File: src/rtl/spi_master_multi.sv
// Parametrised full-duplex SPI master with runtime CPOL/CPHA, selectable bit order
// and NUM_CS one-hot-low chip selects. Every SPI-facing output is registered.
module spi_master_multi #(
    parameter int DATA_W    = 8,
    parameter int CLK_DIV   = 4,
    parameter int NUM_CS    = 2,
    parameter int CS_W      = (NUM_CS > 1) ? $clog2(NUM_CS) : 1,
    parameter int LSB_FIRST = 0
) (
    input  logic              clk,
    input  logic              rst,
    input  logic              start,
    input  logic              cpol,
    input  logic              cpha,
    input  logic [CS_W-1:0]   cs_sel,
    input  logic [DATA_W-1:0] data_in,
    output logic [DATA_W-1:0] data_out,
    output logic              done,
    output logic              busy,
    output logic              sclk,
    output logic              mosi,
    input  logic              miso,
    output logic [NUM_CS-1:0] cs_n
);

    localparam int DIV_W  = (CLK_DIV > 1) ? $clog2(CLK_DIV) : 1;
    localparam int HALF_W = $clog2(2 * DATA_W);
    localparam logic [DIV_W-1:0]  DIV_LAST    = DIV_W'(CLK_DIV - 1);
    localparam logic [HALF_W-1:0] HALF_LAST   = HALF_W'(2 * DATA_W - 1);
    localparam logic [HALF_W-1:0] HALF_PENULT = HALF_W'(2 * DATA_W - 2);

    typedef enum logic [1:0] {S_IDLE, S_SETUP, S_XFER, S_HOLD} state_t;

    state_t              r_state, w_state_next;
    logic [DIV_W-1:0]    r_div, w_div_next;
    logic [HALF_W-1:0]   r_half, w_half_next;
    logic [DATA_W-1:0]   r_tx, w_tx_next;
    logic [DATA_W-1:0]   r_rx, w_rx_next;
    logic                r_cpol, w_cpol_next;
    logic                r_cpha, w_cpha_next;
    logic [CS_W-1:0]     r_cs, w_cs_next;
    logic                r_sclk, w_sclk_next;
    logic                r_mosi, w_mosi_next;
    logic [NUM_CS-1:0]   r_cs_n, w_cs_n_next;
    logic                r_busy, r_done, w_done_next;
    logic [DATA_W-1:0]   r_data_out, w_data_out_next;
    logic                w_half_end, w_capture, w_shift;

    // Capture closes the sampling half-period; shifting opens the next launch half-period
    // but never past the last bit, so mosi holds it through HOLD.
    always_comb begin
        w_state_next    = r_state;
        w_div_next      = r_div;
        w_half_next     = r_half;
        w_tx_next       = r_tx;
        w_rx_next       = r_rx;
        w_cpol_next     = r_cpol;
        w_cpha_next     = r_cpha;
        w_cs_next       = r_cs;
        w_done_next     = 1'b0;
        w_data_out_next = r_data_out;
        w_half_end      = (r_div == DIV_LAST);
        w_capture       = (r_half[0] == r_cpha);
        w_shift         = r_cpha ? (r_half[0] && (r_half != HALF_LAST))
                                 : (!r_half[0] && (r_half != HALF_PENULT));
        case (r_state)
            S_IDLE: begin
                if (start) begin
                    w_state_next = S_SETUP;
                    w_div_next   = '0;
                    w_half_next  = '0;
                    w_tx_next    = data_in;
                    w_rx_next    = '0;
                    w_cpol_next  = cpol;
                    w_cpha_next  = cpha;
                    w_cs_next    = cs_sel;
                end
            end
            S_SETUP: begin
                if (w_half_end) begin
                    w_state_next = S_XFER;
                    w_div_next   = '0;
                end else begin
                    w_div_next = r_div + 1'b1;
                end
            end
            S_XFER: begin
                if (w_half_end) begin
                    w_div_next = '0;
                    if (w_capture) begin
                        w_rx_next = (LSB_FIRST != 0) ? {miso, r_rx[DATA_W-1:1]}
                                                     : {r_rx[DATA_W-2:0], miso};
                    end
                    if (w_shift) begin
                        w_tx_next = (LSB_FIRST != 0) ? {1'b0, r_tx[DATA_W-1:1]}
                                                     : {r_tx[DATA_W-2:0], 1'b0};
                    end
                    if (r_half == HALF_LAST) begin
                        w_state_next = S_HOLD;
                    end else begin
                        w_half_next = r_half + 1'b1;
                    end
                end else begin
                    w_div_next = r_div + 1'b1;
                end
            end
            S_HOLD: begin
                if (w_half_end) begin
                    w_state_next    = S_IDLE;
                    w_div_next      = '0;
                    w_done_next     = 1'b1;
                    w_data_out_next = r_rx;
                end else begin
                    w_div_next = r_div + 1'b1;
                end
            end
            default: w_state_next = S_IDLE;
        endcase
    end

    // Pin values are derived from the next state so they change on the same edge as the FSM.
    always_comb begin
        w_sclk_next = cpol;
        w_mosi_next = 1'b0;
        case (w_state_next)
            S_SETUP, S_HOLD: w_sclk_next = w_cpol_next;
            S_XFER:          w_sclk_next = w_cpol_next ^ ~w_half_next[0];
            default:         w_sclk_next = cpol;
        endcase
        if (w_state_next != S_IDLE) begin
            w_mosi_next = (LSB_FIRST != 0) ? w_tx_next[0] : w_tx_next[DATA_W-1];
        end
    end

    genvar gi;
    generate
        for (gi = 0; gi < NUM_CS; gi++) begin : g_cs
            assign w_cs_n_next[gi] = !((w_state_next != S_IDLE) && (int'(w_cs_next) == gi));
        end
    endgenerate

    always_ff @(posedge clk) begin
        if (rst) begin
            r_state    <= S_IDLE;
            r_div      <= '0;
            r_half     <= '0;
            r_tx       <= '0;
            r_rx       <= '0;
            r_cpol     <= 1'b0;
            r_cpha     <= 1'b0;
            r_cs       <= '0;
            r_sclk     <= 1'b0;
            r_mosi     <= 1'b0;
            r_cs_n     <= '1;
            r_busy     <= 1'b0;
            r_done     <= 1'b0;
            r_data_out <= '0;
        end else begin
            r_state    <= w_state_next;
            r_div      <= w_div_next;
            r_half     <= w_half_next;
            r_tx       <= w_tx_next;
            r_rx       <= w_rx_next;
            r_cpol     <= w_cpol_next;
            r_cpha     <= w_cpha_next;
            r_cs       <= w_cs_next;
            r_sclk     <= w_sclk_next;
            r_mosi     <= w_mosi_next;
            r_cs_n     <= w_cs_n_next;
            r_busy     <= (w_state_next != S_IDLE);
            r_done     <= w_done_next;
            r_data_out <= w_data_out_next;
        end
    end

    assign data_out = r_data_out;
    assign done     = r_done;
    assign busy     = r_busy;
    assign sclk     = r_sclk;
    assign mosi     = r_mosi;
    assign cs_n     = r_cs_n;

endmodule

File: config.mk
export PLATFORM = sky130hd
export DESIGN_NAME = spi_master_multi
export DESIGN_NICKNAME = d
export VERILOG_FILES = /design/src/rtl/spi_master_multi.sv
export SDC_FILE = /design/constraint.sdc
export NUM_CORES = 1
export LEC_CHECK = 0
export CAP_MARGIN = 20
export CORE_MARGIN = 4
export CORE_UTILIZATION = 47
export CTS_CLUSTER_SIZE = 20
export DETAILED_ROUTE_END_ITERATION = 8
export GPL_ROUTABILITY_DRIVEN = 0
export PLACE_DENSITY = 0.76
export REMOVE_ABC_BUFFERS = 1
export SLEW_MARGIN = 20
export SYNTH_ARGS = -nofsm -noshare
export SYNTH_HDL_FRONTEND = slang
export SYNTH_SLANG_ARGS = --single-unit
File: constraint.sdc
create_clock -name clk -period 5.2 [get_ports clk]
set_clock_uncertainty 0.2 [all_clocks]
set_input_delay 0.78 -clock clk [delete_from_list [all_inputs] [get_ports clk]]
set_output_delay 0.78 -clock clk [all_outputs]
set_load 0.03 [all_outputs]
==> results.ini <==
[global_route]
antenna_found_initial=0
overflow=0
grt_pass1_wl_mm=6.28
grt_pass1_vias=1412
grt_use_total=0.154
grt_max_degree=34

[logic_synthesis]
yosysTopAreaCell=dfxtp_1
yosysWarnings=0
synth_common_cells=dfxtp_1, a21oi_1, nand2_1, nor2_1, o21ai_0
async_reset_ff_frac=0
synthTopCellsByArea=dfxtp_1, a21oi_1, nand2_1
yosysTopAreaCellShare=0.448
ys_types=45
seq_area_frac_synth=0.448
synth.avg_cell_area_um2=8.73
synth-seq-cells=41
syn-cell-area_um2=1830
synth_edf_count=0
ys.flop_type=dfxtp_1
netlist_instances=210
yosysMostFrequentCell=dfxtp_1

[worst_setup_path]
arrival_ns=2.48
r2r_setup_slack_ns=2.83
critPathRequiredTime_ns=5.22
path_class=input pin to flop
path_buf_inv=2
crit_fanout=21
cp-start-kind=input pin
endpoint_kind=flop
cp_top_family=buffers and inverters
cp_slowest_cell=clkdlybuf4s50_1
cp_cell_sequence=clkdlybuf4s50_1, buf_4, nor3_2, a21boi_0
crit_path_max_incr_delay_ns=0.80

[die]
die-area_um2=4960
die_w_um=70.5
ios=29
initial_core_util=0.493
die_h_um=70.5
rows=22
core_region_area_um2=3720

[cts]
clock-root-buffer=clkbuf_8
cts_tree=done
cts_buffers=5
cts_buffer_depth=2
cts_num_sinks=41
postCtsHoldBufs=0
htreeDepth=2
post_cts_resized=0
clkLatencyLatePin_ns=0.29
post_cts_buffers=0
clk_pin_slew_ns=0.08

[sta]
tightest_slew_ns=0.990
setup_viol=0
finalCriticalPeriod_ns=2.46
slew_viol_final=0
hold_viol=0
post-route-period-util=0.472
slew_headroom=0.339
fin_hold_ws_ns=0.247
fmax_mhz=407
rsz0062_at_grt=no
setup_tns_ns=0

[power_and_ir_drop]
vdd_ir_drop_max_v=0.000196
clockPowerShare=0.356
power_density_nw_per_um2=282
power_frac_comb=0.102
power_leakage_nw=0.760
internal_power_uw=465
p_sw_frac=0.252
netSwitchingPower_uw=157
seq_power_share=0.542

[placed_design]
post_dp_cell_area_um2=2110
hpwl_mm=2.54
io_buffer_count=28
post-place-cells=274

[route]
vias_per_cell=5.41
dr.pass1.iters=4
num_vias=1527
wl_mm=3.71
dr.first_iter.drc_count=69
avgRoutedWirePerCell_um=13.2
drc=0
ant_nets=0

[final_layout]
fin_util=0.593
num-fill-cells=342
drive_above_1_share=0.0726
syn_to_final_growth_pct=20.3
stdcell_area_um2=2200
layout.nets=252
antenna_cells=0
stdcell_count=282

[hold_path]
holdCritPathClass=flop to flop

[status]
status=finished, final reports clean

[job]
max_cap_violations=0

metrics by stage:
| stage | setup WS [ns] | power (mW) |
|---|---|---|
| 2_1_floorplan | 3.08 | 0.377 |
| 3_3_place_gp | 2.49 | 0.406 |
| 3_5_place_dp | 2.47 | 0.407 |
| 4_1_cts | 2.77 | 0.624 |
| 5_1_grt | 2.63 | 0.644 |
| 6_report | 2.74 | 0.621 |
power by group through the flow:
stage,Clock [mW],Combinational [mW],Sequential (mW)
6_report,0.221,0.0636,0.336
4_1_cts,0.223,0.0641,0.336
3_5_place_dp,0,0.0635,0.344
3_3_place_gp,0,0.0629,0.343
5_1_grt,0.235,0.0702,0.339
2_1_floorplan,0,0.0300,0.346
final cells by class:
class | count | area, um^2 | area share
repair buffers | 29 | 288 | 0.131
well taps | 48 | 60.1 | 0.0272
flip-flops and latches | 41 | 821 | 0.372
inverters | 6 | 22.5 | 0.0102
clock buffers | 6 | 82.6 | 0.0375
multi-input cells | 150 | 917 | 0.416
clock inverters | 2 | 13.8 | 0.00624
per-layer routing:
layer,wire length (um),vias up,GRT usage,share of wire
met3,175,6,0.0532,0.047
met4,37,0,0.0426,0.010
li1,-,784,-,-
met1,1960,704,0.210,0.53
met5,0,-,0,0
met2,1540,33,0.229,0.42
worst register-to-register path: stages (launching register included):
cell      delay (ns)
dfxtp_1         0.50
ha_1            0.28
and3_1          0.23
inv_1           0.08
ha_1            0.28
o21ai_0         0.27
nand4_1         0.15
a311oi_2        0.29
sequential cells by signal, summed over array words and instances (netlist names):
name / count
r_rx: 8
r_cs: 1
r_tx: 8
data_out: 8
r_half: 4
busy: 1
done: 1
r_state: 2
sclk: 1
mosi: 1
cs_n: 2
r_cpol: 1
r_cpha: 1
r_div: 2
cells in the final DEF, fill, tap and decap left out, types with 2 or more instances in the layout:
cell type / Yosys / routed
dfxtp_1: 41 / 41
a21oi_1: 29 / 29
nand2_1: 29 / 29
clkdlybuf4s50_1: 0 / 28
nor2_1: 21 / 21
o21ai_0: 12 / 12
nand4b_1: 8 / 8
inv_1: 6 / 6
o221a_1: 6 / 6
clkbuf_8: 0 / 6
ha_1: 4 / 4
and2_1: 3 / 3
mux2i_1: 3 / 3
and3_1: 2 / 2
xnor2_1: 2 / 2
a311oi_2: 2 / 2
nor3_1: 2 / 2
nand4_1: 2 / 2
nand3_1: 2 / 2
logic make-up (layout without fill, tap and decap cells):
logic type / Yosys count / after routing / share of synthesized area
xor+xnor: 2 / 2 / 0.00956
mux: 3 / 3 / 0.0164
buf+inv: 19 / 43 / 0.0519
flops: 41 / 41 / 0.448
compound gates: 61 / 61 / 0.222
simple gates: 80 / 80 / 0.225
fa+ha+maj: 4 / 4 / 0.0273
final timing paths:
check | from | endpoint | depth (start not counted)
worst max-delay path | rst | mosi | 4
worst min-delay path | r_rx[7] | data_out[7] | 2
worst max register to register | r_half[0] | sclk | 7
worst min register to register | r_rx[7] | data_out[7] | 2
No activity file was read; power rests on OpenSTA's default activity.
